==> src/rtl/medarb_pkg.sv <==
// Shared types and constants for the median-filter arbiter.
// The optional WAIT watchdog is enabled by defining MEDARB_TIMEOUT_EN.
package medarb_pkg;

    typedef enum logic [1:0] {
        IDLE  = 2'd0,
        LOAD  = 2'd1,
        WAIT  = 2'd2,
        FLUSH = 2'd3
    } state_t;

    localparam int BURST_LEN = 9;
    localparam int BEAT_W    = 4;

    // Width of an encoded client index; never narrower than one bit.
    function automatic int ptr_width(input int nreq);
        return (nreq <= 2) ? 1 : $clog2(nreq);
    endfunction

endpackage

==> src/rtl/medarb_rr_pick.sv <==
// Combinational round-robin picker: first set request at or above the
// pointer, wrapping around. o_pick is all-zero when nothing is requested.
module medarb_rr_pick
    import medarb_pkg::*;
#(
    parameter int NREQ = 2
) (
    input  logic [NREQ-1:0]            i_req,
    input  logic [ptr_width(NREQ)-1:0] i_ptr,
    output logic [NREQ-1:0]            o_pick,
    output logic [ptr_width(NREQ)-1:0] o_idx
);

    localparam int PW = ptr_width(NREQ);

    logic [NREQ-1:0] w_rot;
    logic [PW:0]     w_sum;
    logic            w_found;

    // Rotate so the pointer position lands at bit 0, then scan upward.
    assign w_rot = NREQ'({i_req, i_req} >> i_ptr);

    always_comb begin
        w_found = 1'b0;
        w_sum   = '0;
        o_idx   = '0;
        for (int k = 0; k < NREQ; k++) begin
            if (!w_found && w_rot[k]) begin
                w_found = 1'b1;
                w_sum   = {1'b0, i_ptr} + (PW+1)'(k);
                if (w_sum >= (PW+1)'(NREQ)) begin
                    w_sum = w_sum - (PW+1)'(NREQ);
                end
                o_idx = w_sum[PW-1:0];
            end
        end
    end

    for (genvar gi = 0; gi < NREQ; gi++) begin : g_pick
        assign o_pick[gi] = w_found && (o_idx == PW'(gi));
    end

endmodule

==> src/rtl/median_arbiter.sv <==
// Round-robin arbiter sharing one 3x3 median unit between NREQ pixel streams.
// Define MEDARB_TIMEOUT_EN to add a watchdog that aborts a stalled WAIT.
module median_arbiter
    import medarb_pkg::*;
#(
    parameter int WIDTH   = 8,
    parameter int NREQ    = 2,
    parameter int TIMEOUT = 63
) (
    input  logic                  CLK,
    input  logic                  nRST,
    input  logic [NREQ-1:0]       REQ,
    output logic [NREQ-1:0]       GNT,
    input  logic [NREQ*WIDTH-1:0] DI,
    input  logic [NREQ-1:0]       DSI,
    output logic [WIDTH-1:0]      DO,
    output logic [NREQ-1:0]       DSO,
    output logic                  ERR,
    output logic                  BUSY,
    output logic [WIDTH-1:0]      M_DI,
    output logic                  M_DSI,
    output logic                  M_nRST,
    input  logic [WIDTH-1:0]      M_DO,
    input  logic                  M_DSO
);

    localparam int PW = ptr_width(NREQ);

    if (NREQ < 2 || NREQ > 4 || TIMEOUT < 1) begin : g_param_check
        $error("median_arbiter: NREQ must be 2..4 and TIMEOUT at least 1");
    end

    state_t            r_state, r_state_next;
    logic [PW-1:0]     r_owner, r_owner_next;
    logic [PW-1:0]     r_ptr, r_ptr_next;
    logic [BEAT_W-1:0] r_beat, r_beat_next;
    logic [NREQ-1:0]   r_gnt, r_gnt_next;
    logic [NREQ-1:0]   r_dso, r_dso_next;
    logic [WIDTH-1:0]  r_do, r_do_next;
    logic              r_err, r_err_next;
    logic              r_flush, r_flush_next;

`ifdef MEDARB_TIMEOUT_EN
    localparam int TMO_W = $clog2(TIMEOUT + 1);
    logic [TMO_W-1:0]  r_tmo, r_tmo_next;
`endif

    logic [NREQ-1:0]   w_pick;
    logic [PW-1:0]     w_pick_idx;
    logic [NREQ-1:0]   w_owner_oh;
    logic [PW-1:0]     w_ptr_after;
    logic [WIDTH-1:0]  w_own_di;
    logic              w_own_dsi;
    logic              w_own_req;

    medarb_rr_pick #(.NREQ(NREQ)) u_pick (
        .i_req  (REQ),
        .i_ptr  (r_ptr),
        .o_pick (w_pick),
        .o_idx  (w_pick_idx)
    );

    for (genvar gi = 0; gi < NREQ; gi++) begin : g_owner_oh
        assign w_owner_oh[gi] = (r_owner == PW'(gi));
    end

    always_comb begin
        w_own_di = '0;
        for (int k = 0; k < NREQ; k++) begin
            w_own_di = w_own_di | (DI[k*WIDTH +: WIDTH] & {WIDTH{w_owner_oh[k]}});
        end
    end

    assign w_own_dsi   = |(DSI & w_owner_oh);
    assign w_own_req   = |(REQ & w_owner_oh);
    assign w_ptr_after = (r_owner == PW'(NREQ - 1)) ? '0 : r_owner + PW'(1);

    // The unit only sees the owner's stream, and only while it is loading.
    assign M_DI   = (r_state == LOAD) ? w_own_di : '0;
    assign M_DSI  = (r_state == LOAD) && w_own_dsi;
    assign M_nRST = nRST && !r_flush;

    assign GNT  = r_gnt;
    assign DSO  = r_dso;
    assign DO   = r_do;
    assign ERR  = r_err;
    assign BUSY = (r_state != IDLE);

    always_comb begin
        r_state_next = r_state;
        r_owner_next = r_owner;
        r_ptr_next   = r_ptr;
        r_beat_next  = r_beat;
        r_gnt_next   = r_gnt;
        r_dso_next   = '0;
        r_do_next    = r_do;
        r_err_next   = 1'b0;
        r_flush_next = 1'b0;
`ifdef MEDARB_TIMEOUT_EN
        r_tmo_next   = r_tmo;
`endif
        case (r_state)
            IDLE: begin
                if (|REQ) begin
                    r_owner_next = w_pick_idx;
                    r_gnt_next   = w_pick;
                    r_beat_next  = '0;
                    r_state_next = LOAD;
                end
            end
            LOAD: begin
                if (w_own_dsi) begin
                    r_beat_next = r_beat + BEAT_W'(1);
                    if (r_beat == BEAT_W'(BURST_LEN - 1)) begin
                        r_gnt_next   = '0;
                        r_state_next = WAIT;
`ifdef MEDARB_TIMEOUT_EN
                        r_tmo_next   = '0;
`endif
                    end
                end else if (r_beat == '0) begin
                    // Withdrawing before any beat is harmless: the unit saw nothing.
                    if (!w_own_req) begin
                        r_gnt_next   = '0;
                        r_ptr_next   = w_ptr_after;
                        r_state_next = IDLE;
                    end
                end else begin
                    r_err_next   = 1'b1;
                    r_flush_next = 1'b1;
                    r_gnt_next   = '0;
                    r_state_next = FLUSH;
                end
            end
            WAIT: begin
                if (M_DSO) begin
                    r_do_next    = M_DO;
                    r_dso_next   = w_owner_oh;
                    r_ptr_next   = w_ptr_after;
                    r_state_next = IDLE;
                end
`ifdef MEDARB_TIMEOUT_EN
                else if (r_tmo == TMO_W'(TIMEOUT - 1)) begin
                    r_err_next   = 1'b1;
                    r_flush_next = 1'b1;
                    r_state_next = FLUSH;
                end else begin
                    r_tmo_next = r_tmo + TMO_W'(1);
                end
`endif
            end
            FLUSH: begin
                r_ptr_next   = w_ptr_after;
                r_state_next = IDLE;
            end
            default: r_state_next = IDLE;
        endcase
    end

    always_ff @(posedge CLK) begin
        if (!nRST) begin
            r_state <= IDLE;
            r_owner <= '0;
            r_ptr   <= '0;
            r_beat  <= '0;
            r_gnt   <= '0;
            r_dso   <= '0;
            r_do    <= '0;
            r_err   <= 1'b0;
            r_flush <= 1'b0;
`ifdef MEDARB_TIMEOUT_EN
            r_tmo   <= '0;
`endif
        end else begin
            r_state <= r_state_next;
            r_owner <= r_owner_next;
            r_ptr   <= r_ptr_next;
            r_beat  <= r_beat_next;
            r_gnt   <= r_gnt_next;
            r_dso   <= r_dso_next;
            r_do    <= r_do_next;
            r_err   <= r_err_next;
            r_flush <= r_flush_next;
`ifdef MEDARB_TIMEOUT_EN
            r_tmo   <= r_tmo_next;
`endif
        end
    end

endmodule

==> config.mk <==
export PLATFORM = sky130hd
export DESIGN_NAME = median_arbiter
export DESIGN_NICKNAME = d
export VERILOG_FILES = /design/src/rtl/medarb_pkg.sv /design/src/rtl/medarb_rr_pick.sv /design/src/rtl/median_arbiter.sv
export SDC_FILE = /design/constraint.sdc
export NUM_CORES = 1
export LEC_CHECK = 0
export CAP_MARGIN = 5
export CORE_MARGIN = 2
export CORE_UTILIZATION = 30
export CTS_CLUSTER_DIAMETER = 40
export DETAILED_ROUTE_END_ITERATION = 6
export PLACE_DENSITY_LB_ADDON = 0.1
export SLEW_MARGIN = 15
export SYNTH_ARGS = -nofsm -noshare
export SYNTH_HDL_FRONTEND = slang
export SYNTH_HIERARCHICAL = 1
export SYNTH_SLANG_ARGS = --single-unit
==> constraint.sdc <==
create_clock -name CLK -period 1.5 [get_ports CLK]
set_clock_uncertainty 0.2 [all_clocks]
set_input_delay 0.15 -clock CLK [delete_from_list [all_inputs] [get_ports CLK]]
set_output_delay 0.15 -clock CLK [all_outputs]
set_load 0.02 [all_outputs]
### Word-level counts from Yosys, hierarchy flattened

Index checks and enable logic that the tools add are counted.

* output and inout port bits: 24
* logic and storage cells: 89
* bits in registers: 21
* input port bits: 31

* muxes and demuxes: 29
* $lt $le $gt $ge: 2
* eq/ne operators: 12
* add/subtract/negate cells: 5
* bitwise logic cells: 9
* reduce and logical (&&, ||, !) cells: 23
* shift operators: 1

Operators by type and width (count)
* $mux W2: 10
* $and A8 B8 Y8: 2
* $mux W1: 12
* $ne A2 B2 Y1 const B: 5
* $mux W4: 2
* $mux W8: 1
* $or A8 B8 Y8: 1
* $pmux W2 S4: 1
* $pmux W4 S2: 1
* $reduce_and A4 Y1: 2
* $reduce_and A3 Y1: 2
* $reduce_or A2 Y1: 3
* $logic_and A1 B1 Y1: 5
* $reduce_and A5 Y1: 1
* $add A4 B1 Y4 const B: 1
* $and A2 B2 Y2: 2
* $eq A2 B2 Y1 const B: 2
* $eq A4 B4 Y1 const B: 1
* $logic_not A4 Y1: 1
* $ne A4 B4 Y1 const B: 1
* $not A1 Y1: 4
* $pmux W2 S2: 1
* $reduce_and A2 Y1: 2
* $reduce_bool A2 Y1: 2
* other kinds (14): 16

### Longest topological paths before layout

Gate-level depths: netlist (run 1).

* depth after elaboration: 9
* depth in mapped cells: 6
* gate-level depth less buffers: 6

### Cells and area by module

Netlist (run 1), hierarchy kept.

Modules (own cells, without submodules)
* median_arbiter: cells each 120, sequential area each 420.4 µm², area an instance 1044.8 µm², times used 1
* medarb_rr_pick: cells each 4, sequential area each 0.0 µm², area an instance 30.0 µm², times used 1

### Worst setup path after synthesis (run 1)

Ideal clock, no wire load.

* kind: flip-flop to flip-flop
* start: register r_beat[0]
* end: register r_ptr
* setup slack: -0.130 ns
* library setup time: 0.071 ns
* path buffers: 0
* period minus slack after synthesis: 1.630 ns
* data required time: 1.229 ns
* arrival time: 1.359 ns
* stages on the path, launching flop included: 7
* path through: dfxtp_1 -> inv_1 -> ha_1 -> nor3b_1 -> a41oi_1 -> or3_1 -> a21oi_1

* word-level cells in the longest chain between the ends: 3

Ends and longest elaborated chain
* start, declared: RTL line median_arbiter.sv:36 `logic [BEAT_W-1:0] r_beat, r_beat_next;`
* start signal, assigned: RTL line median_arbiter.sv:178 `r_beat <= r_beat_next;`
* $logic_not A4 Y1: RTL line median_arbiter.sv:121 `end else if (r_beat == '0) begin`
* $ne A2 B1 Y1 (no line)
* $reduce_and A5 Y1 (no line)
* end signal, assigned: RTL line median_arbiter.sv:177 `r_ptr <= r_ptr_next;`
* end, declared: RTL line median_arbiter.sv:35 `logic [PW-1:0] r_ptr, r_ptr_next;`

Every way passes these cells.
A chain may end at the register's enable or synchronous reset.

### Worst setup path after layout (run 1)

* start: register r_owner
* end: output M_DI[6]

* word-level cells in the longest chain between the ends: 4
* elaborated cells between the ends (all ways): 5
* classes of those cells: mux: 1; bitwise: 4

Ends and longest elaborated chain
* start, declared: RTL line median_arbiter.sv:34 `logic [PW-1:0] r_owner, r_owner_next;`
* start signal, assigned: RTL line median_arbiter.sv:176 `r_owner <= r_owner_next;`
* $not A1 Y1: RTL line median_arbiter.sv:64 `assign w_owner_oh[gi] = (r_owner == PW'(gi));`
* $and A8 B8 Y8: RTL line median_arbiter.sv:70 `w_own_di = w_own_di | (DI[k*WIDTH +: WIDTH] & {WIDTH{w_owner_oh[k]}});`
* $or A8 B8 Y8 *: RTL line median_arbiter.sv:70
* $mux W8 *: RTL line median_arbiter.sv:79 `assign M_DI = (r_state == LOAD) ? w_own_di : '0;`
* end, declared: RTL line median_arbiter.sv:20 `output logic [WIDTH-1:0] M_DI,`

Mark *: on every way between the ends. The rest lies on a longest branch, timed or not.

==> impl_metrics.yaml, run 1 <==
sta:
  timing.final.ws_setup_ps: -214
  slew_violations: 0
  fin_crit_ps: 1710
  fin_crit_sh_pct: 114
  worstMarginPinSlew_ps: 301
  maxSlewHeadroom_pct: 79.9
  finalHoldViolations: 0
  rsz0062_at_grt: "true"
  fmax_mhz: 583
  setup_viol_count_final: 19
floorplanning:
  die_x_um: 63.9
  rows: 21
  die_area_mm2: 0.00408
  pin_count: 55
  die_y_um: 63.9
  start_util_pct: 31.7
  design.core.area_mm2: 0.00339
power:
  ir_drop_mv: 0.368
  powerDensity_mw_per_mm2: 719
  leakage_nw: 0.988
  power.total_w: 0.00157
grt:
  grt_overflow: 0
  grt_util_all_layers_pct: 17.4
  grt_max_degree: 17
  grt_first_pass_wirelength_um: 5670
  grt_antenna_before_repair: 0
  grt_pass1_vias: 1223
synth:
  synth_top_area_share_pct: 39.1
  mappedNetlistNets: 157
  synth-edff-count: 0
  synth_cells: 124
  synth_common_cells: "nor2_1 (24), dfxtp_1 (21), mux2i_1 (18)"
  synth_flop_cell: "dfxtp_1"
  yosysMostFrequentCell: "nor2_1"
  synth_top_area_cell: "dfxtp_1"
  ys_seq_area_share_pct: 39.1
  yosys_warnings: 6
  ys_async_sr_fraction_pct: 0
  syn_area_mm2: 0.00107
  ys_top_cells_by_area: "dfxtp_1 (39%), mux2i_1 (17%), nor2_1 (8.4%), nand2_1 (3.1%), nor3_1 (2.8%)"
  postSynthAreaPerCell_um2: 8.67
  yosysUniqueCellTypes: 31
  ys_seq_elements: 21
clock_tree:
  cts_buffers: 3
  insertion_delay_ps: 320
  htreeDepth: 1
  cts_buffer_depth: 2
  cts_tree: "built"
  ctsHoldBuffers: 0
  cts-root-buf: "clkbuf_4"
  clkTransAtPathRegs_ps: 130
  cts.sinks: 21
worst_setup_path:
  cp-end-kind: "output port"
  crit_fanout: 6
  crit_required_ps: 1150
  path_class: "flop to output port"
  crit_arrival_ps: 1360
  critPathLaunchType: "flop"
  rrSetupSlack_ps: -190
run_status:
  status: "finished, violations left"
  violations: "negative setup slack"
place:
  detailedPlace.worstSlack_ps: -482
  dp_hpwl_um: 2270
  port_buffers: 54
  dp.cells: 240
  place_congestion: 0.801
drt:
  vias_per_cell: 4.52
  first_pass_iters: 3
  vias: 1171
  ant_nets: 0
  drt_iter0_drc: 26
  drt_wl_total_um: 3410
  wl_per_cell_um: 13.2
  drcViolationCount: 0
layout:
  stdcell_count: 259
  antenna_cells: 0
  fin_util_pct: 64.3
  fill_cells: 259
  areaGrowthSynthToFinish_pct: 103
  final_layout_size_suffix_gt1_share_pct: 40.8
  nets: 247
worst_hold_path:
  hp-class: "input port to flop"
job:
  max-cap-violations: 0
-- cell usage in the layout, fill, tap and decap left out, types with 3 or more instances in the layout --
cell	count
buf_12	3
buf_2	5
buf_4	22
buf_6	17
clkbuf_4	3
clkdlybuf4s50_1	30
dfxtp_1	16
dfxtp_2	3
dlygate4sd2_1	13
inv_1	4
mux2i_1	14
mux2i_2	3
nand2_1	7
nor2_1	22
nor3_1	3
-- cell type report --
type / count / area, um2 / area share, %
repair buffers: 90 / 856 / 39.3
well taps: 46 / 57.6 / 2.64
multi-input cells: 91 / 781 / 35.8
clock buffers: 3 / 22.5 / 1.03
inverters: 7 / 26.3 / 1.21
clock inverters: 1 / 5.00 / 0.230
flip-flops and latches: 21 / 432 / 19.8
-- power breakdown --
part           switching, W  internal (W)  leakage (nW)  total (W)
registers         0.0000198      0.000582         0.173   0.000602
logic              0.000293      0.000384         0.798   0.000677
clock network      0.000188     0.0000998        0.0177   0.000288
-- layer usage --
layer  share of wire [%]  track usage [%]  vias up
met2                  49             30.9       41
met1                  41             20.2      522
met5                   0                0        -
met4                 1.6             4.89        0
li1                    -                -      602
met3                 8.0             4.93        6
-- per-stage QoR --
step / TNS, ps / instance area (um2) / hold slack, ps
6_report: -2250 / 2180 / 236
2_1_floorplan: -133 / 1090 / 66.1
4_1_cts: -1910 / 2030 / 235
5_1_grt: -3870 / 2180 / 224
3_5_place_dp: -4890 / 1830 / 269
3_3_place_gp: -4510 / 1830 / 255
-- path summary, 6_finish.rpt --
kind | startpoint | to | depth (start not counted)
min | M_DO[1] | DO[1] | 3
max | r_owner | M_DI[6] | 5
min reg2reg | GNT[0] | GNT[0] | 2
max reg2reg | r_owner | r_ptr | 5
-- worst max-delay path: stages, from the launching register on --
cell	delay [ps]
dfxtp_4	420
buf_12	140
buf_6	90
mux2i_1	170
nor2_1	60
buf_4	150
-- registers in the layout (all words and copies together), names as in the netlist --
name / count
DO: 8
r_flush: 1
r_state: 2
r_beat: 4
DSO: 2
GNT: 2
r_owner: 1
r_ptr: 1
-- repair_timing --
action	CTS	global route
setup endpoints to repair	30	30
gates cloned	1	0
gates resized for setup	90	37
pin swaps	10	15
setup buffers	10	5
-- cells by family after synthesis --
logic type      Yosys count  share of synthesized area [%]
simple gates             49                           20.5
flops                    21                           39.1
mux                      19                           18.9
compound gates           18                           11.5
buf+inv                  12                           5.24
xor+xnor                  3                           2.45
fa+ha+maj                 2                           2.33
(Power assumes the default switching activity.)
==> inputs of run 2 (changes only) <==
Settings changed: ABC_AREA from default to 1.
==> run 2 against run 1 <==
The run now ends clean. Count of clock-buffer cells in the layout stayed put. Sequential power is 35% higher. Synthesized cell count is 42% higher. Via count is 12% higher. Critical path type unchanged.
==> impl_metrics.yaml, run 2 <==
sta:
  setup_viol_count_final: 0
  slew_violations: 0
  worstMarginPinSlew_ps: 215
  finalHoldViolations: 0
  fin_crit_ps: 1490
  fin_crit_sh_pct: 99.6
  fmax_mhz: 669
  rsz0062_at_grt: "true"
  maxSlewHeadroom_pct: 85.7
clock_tree:
  cts-root-buf: "clkbuf_8"
  cts_tree: "built"
  cts.sinks: 21
  clkTransAtPathRegs_ps: 90
  htreeDepth: 1
  insertion_delay_ps: 260
  cts_buffers: 3
  cts_buffer_depth: 2
power:
  leakage_nw: 0.962
  pwr-share-clk_pct: 12.5
  p_switching_w: 0.00137
  power_switching_share_pct: 43.9
  p_seq_share_pct: 25.9
  comb_power_share_pct: 61.5
  internal-power_w: 0.00175
  powerDensity_mw_per_mm2: 1540
  ir_drop_mv: 0.602
synth:
  synth_top_area_cell: "dfxtp_1"
  mappedNetlistNets: 209
  syn_area_mm2: 0.00115
  yosys_warnings: 6
  yosysMostFrequentCell: "nand2_1"
  synth_flop_cell: "dfxtp_1"
  ys_async_sr_fraction_pct: 0
  postSynthAreaPerCell_um2: 6.55
  synth-edff-count: 0
  synth_top_area_share_pct: 36.5
  ys_seq_area_share_pct: 36.5
  synth_common_cells: "nand2_1 (43), inv_1 (25), a21oi_1 (23)"
  ys_seq_elements: 21
  ys_top_cells_by_area: "dfxtp_1 (36%), nand2_1 (14%), a21oi_1 (10%), inv_1 (8.1%), nor2_1 (5.9%)"
  synth_cells: 176
  yosysUniqueCellTypes: 19
worst_setup_path:
  crit_end: "M_DI[2]"
  critPathLaunchType: "flop"
  crit_required_ps: 1150
  path_class: "flop to output port"
  rr_startpoint: "r_state[0]"
  crit-reg2reg-capture: "r_state[1]"
  cp-end-kind: "output port"
  crit_arrival_ps: 1140
  r2r_cells: 10
  crit_fanout: 6
  rrSetupSlack_ps: 50
  crit_start: "r_owner"
layout:
  layout_commonest_cell: "nand2_1"
  stdcell_count: 300
  antenna_cells: 0
  largest_reg_flops: 8
  nets: 286
  final_layout_size_suffix_gt1_share_pct: 30.2
  layout_common_cells: "nand2_1 (34), clkdlybuf4s50_1 (30), buf_4 (27)"
  fill_cells: 387
  fin_util_pct: 55.1
  areaGrowthSynthToFinish_pct: 76.2
drt:
  ant_nets: 0
  drt_wl_total_um: 3140
  vias_per_cell: 4.38
  vias: 1315
  wl_per_cell_um: 10.5
  first_pass_iters: 4
  drt_iter0_drc: 24
  drcViolationCount: 0
place:
  port_buffers: 54
  dp.cells: 296
  place_congestion: 0.772
  dp_hpwl_um: 2370
grt:
  grt_antenna_before_repair: 0
  grt_pass1_vias: 1209
  grt_first_pass_wirelength_um: 5040
  grt_overflow: 0
  grt_util_all_layers_pct: 14.7
  grt_max_degree: 19
run_status:
  status: "finished, final reports clean"
floorplanning:
  die_y_um: 66.0
  design.core.area_mm2: 0.00369
  start_util_pct: 31.2
  die_area_mm2: 0.00435
  rows: 22
  pin_count: 55
  die_x_um: 66.0
worst_hold_path:
  hp-class: "flop to flop"
job:
  max-cap-violations: 0
[run 2: cell count changes after synthesis, moves of 3 or more]
cell / previous run / this run
nand3_1: 1 / 7
xnor2_1: 3 / 0
nand4_1: 0 / 3
a21oi_1: 3 / 23
nor3_1: 6 / 3
nand2_2: 0 / 5
nand2_4: 0 / 3
inv_1: 6 / 25
nand2_1: 9 / 43
nor2_1: 24 / 18
o21ai_0: 3 / 10
mux2i_1: 18 / 0
inv_2: 0 / 3
[run 2: layout make-up]
class | instances | area [um2] | area share (%)
multi-input cells | 122 | 697 | 34.3
repair buffers | 77 | 683 | 33.6
flip-flops and latches | 21 | 429 | 21.1
inverters | 28 | 113 | 5.55
well taps | 48 | 60.1 | 2.96
clock buffers | 3 | 41.3 | 2.03
clock inverters | 1 | 7.51 | 0.370
[run 2: worst min path at each step]
stage                      from     to  slack (ps)  depth (start not counted)
after floorplan            nRST  DO[5]          90                          2
after global placement    DO[4]  DO[4]         230                          2
after CTS                 DO[7]  DO[7]         250                          2
final                     DO[7]  DO[7]         240                          2
after detailed placement  DO[1]  DO[1]         240                          2
after global routing      DO[6]  DO[6]         270                          2
[run 2: kinds of logic (layout without fill, tap and decap cells)]
kind of cell    Yosys count  count (layout)  synth area share [%]
flops                    21              21                  36.5
compound gates           34              34                  15.3
simple gates             85              85                  34.2
xor+xnor                  1               1                 0.760
fa+ha+maj                 2               2                  2.17
buf+inv                  33             109                  11.1
[run 2: per-stage QoR]
step	TNS, ps	area, um2	setup WS [ps]	total power (W)	hold WS [ps]
CTS	-55.1	1920	-28.9	0.00293	251
detailed placement	-3530	1900	-348	0.00259	236
global route	-436	2030	-52.3	0.00338	266
finish	0	2030	5.66	0.00312	244
global placement	-3710	1900	-333	0.00259	231
floorplan	0	1150	55.9	0.00178	88.4
[run 2: critical path: stages (launching register included)]
cell and delay, ps:
dfxtp_4 420, buf_6 130, nand2_1 60, a21oi_2 120, buf_4 150
[run 2: layer usage]
| metal | up-vias | wire length, um | GRT usage, % |
|---|---|---|---|
| met5 | - | 0 | 0 |
| met4 | 0 | 31 | 4.34 |
| met3 | 4 | 307 | 3.75 |
| met2 | 48 | 1410 | 25.9 |
| met1 | 559 | 1390 | 17.6 |
| li1 | 704 | - | - |
[run 2: power by group through the flow]
stage | Clock (W) | Combinational (W) | Sequential, W
6_report | 0.000392 | 0.00192 | 0.000810
5_1_grt | 0.000433 | 0.00212 | 0.000830
4_1_cts | 0.000401 | 0.00174 | 0.000787
3_5_place_dp | 0 | 0.00181 | 0.000786
3_3_place_gp | 0 | 0.00180 | 0.000787
2_1_floorplan | 0 | 0.000922 | 0.000862
[run 2: timing repair]
item,CTS,global route
setup endpoints to repair,32,18
pin swaps,1,6
gates resized for setup,65,39
setup buffers,0,0
hold buffers,0,0
gates cloned,0,0
==> inputs of run 3 (changes only) <==
Settings changed: SKIP_LAST_GASP from default to 1.
==> run 3 against run 2 <==
Final cell count unchanged. Sequential share of layout area increased by 0.20 points. First-iteration DRC count down 4.2%. Register-to-register slack hardly changed. Clock power hardly changed. Power is 0.92% lower. Global-route usage unchanged. Sequential power about the same. Wire length about the same. Count of clock-buffer cells in the layout is the same. Via count down 0.23%. Maximum frequency grew 0.22%. Critical path type unchanged. Critical endpoint is now M_DI[1]. Largest cell class unchanged.
==> impl_metrics.yaml, run 3 (synthesis gave the netlist of run 2 again) <==
sta:
  fmax_mhz: 671
  setup_viol_count_final: 0
  finalSetupTns_ps: 0
  rsz0062_at_grt: "true"
  fin_crit_sh_pct: 99.4
  fin_crit_ps: 1490
  maxSlewHeadroom_pct: 85.7
  worstMarginPinSlew_ps: 215
  slew_violations: 0
  finalHoldViolations: 0
worst_setup_path:
  cp-end-kind: "output port"
  crit_fanout: 6
  crit_required_ps: 1150
  critPathSlowestCell: "dfxtp_4"
  path_class: "flop to output port"
  rrSetupSlack_ps: 40
  r2r_cells: 10
  crit_arrival_ps: 1140
  critPathMaxStageDelay_ps: 430
  critPathLaunchType: "flop"
  cp_cell_sequence: "buf_6, nand2_1, a21oi_2, buf_4"
place:
  dp.cells: 296
  place_congestion: 0.772
  port_buffers: 54
  dp_hpwl_um: 2370
layout:
  areaGrowthSynthToFinish_pct: 74.6
  multi_input_area_um2: 689
  largest_reg_flops: 8
  layout_commonest_cell: "nand2_1"
  fin_util_pct: 54.5
  area.sequential_um2: 429
  antenna_cells: 0
  layout_common_cells: "nand2_1 (35), clkdlybuf4s50_1 (30), buf_4 (30)"
  final_layout_size_suffix_gt1_share_pct: 29.4
  stdcell_count: 300
  nets: 286
  fill_cells: 391
floorplanning:
  die_x_um: 66.0
  die_y_um: 66.0
  design.core.area_mm2: 0.00369
  rows: 22
  die_area_mm2: 0.00435
  start_util_pct: 31.2
  pin_count: 55
worst_hold_path:
  worstHoldPathCells: 2
  hp-class: "flop to flop"
clock_tree:
  ctsHoldBuffers: 0
  clkTransAtPathRegs_ps: 90
  htreeDepth: 1
  cts.sinks: 21
  cts_tree: "built"
  cts-root-buf: "clkbuf_8"
  cts_buffers: 3
  cts_buffer_depth: 2
  postCtsSetupBuffers: 0
  insertion_delay_ps: 260
grt:
  grt_max_degree: 19
  grt_first_pass_wirelength_um: 5040
  grt_util_all_layers_pct: 14.7
  grt_overflow: 0
  grt_antenna_before_repair: 0
  grt_pass1_vias: 1209
drt:
  routed-wl-met2_um: 1410
  vias_per_cell: 4.37
  dr_wl_met3_um: 308
  drt_wl_total_um: 3140
  vias: 1312
  drcViolationCount: 0
  highest_layer: "met4"
  ant_nets: 0
  drt_iter0_drc: 23
  first_pass_iters: 3
  wl_met1_um: 1380
  wl_per_cell_um: 10.5
run_status:
  status: "finished, final reports clean"
job:
  max-cap-violations: 0
power:
  ir_drop_mv: 0.602
  leakage_nw: 0.958
  powerDensity_mw_per_mm2: 1540
-- run 3: cell counts in the layout (fill, tap and decap cells not counted) --
Identical to the previous run, type by type.
-- run 3: cell type report --
class	instances	share of cell area, %
Clock buffer	3	2.05
Clock inverter	1	0.373
Inverter	28	5.60
Multi-Input combinational cell	122	34.3
Sequential cell	21	21.3
Tap cell	48	2.99
Timing Repair Buffer	77	33.4
-- run 3: report_power, final --
part	switching (W)	internal (W)	leakage [nW]
clock	0.000204	0.000188	0.0217
combinational	0.00105	0.000840	0.763
sequential	0.000107	0.000703	0.173
total	0.00136	0.00173	0.958
-- run 3: metal layers --
| metal | track usage, % | vias up |
|---|---|---|
| met5 | 0 | - |
| met4 | 4.34 | 0 |
| met3 | 3.75 | 6 |
| met2 | 25.9 | 50 |
| met1 | 17.6 | 552 |
| li1 | - | 704 |
-- run 3: repair_timing --
item,CTS,global route
pin swaps,1,6
endpoints found under the setup margin,32,18
gates resized for setup,62,36
-- run 3: per-stage QoR --
stage	hold WS (ps)	total power, W	instance area [um2]	setup WS (ps)
CTS	251	0.00293	1920	-188
finish	244	0.00309	2010	8.87
floorplan	88.4	0.00178	1150	55.9
global route	266	0.00335	2010	-67.3
global placement	231	0.00259	1900	-333
detailed placement	236	0.00259	1900	-348
-- run 3: path summary, 6_finish.rpt --
check	from	end
setup / recovery	r_owner	M_DI[1]
hold / removal	DO[7]	DO[7]
hold reg to reg	DO[7]	DO[7]
setup reg to reg	r_owner	r_state[1]
-- run 3: critical path: cells and delay by family, from the launching register on --
family / cells / cell delay [ps]
flops: 1 / 430
buf+inv: 2 / 270
simple gates: 1 / 60
compound gates: 1 / 120
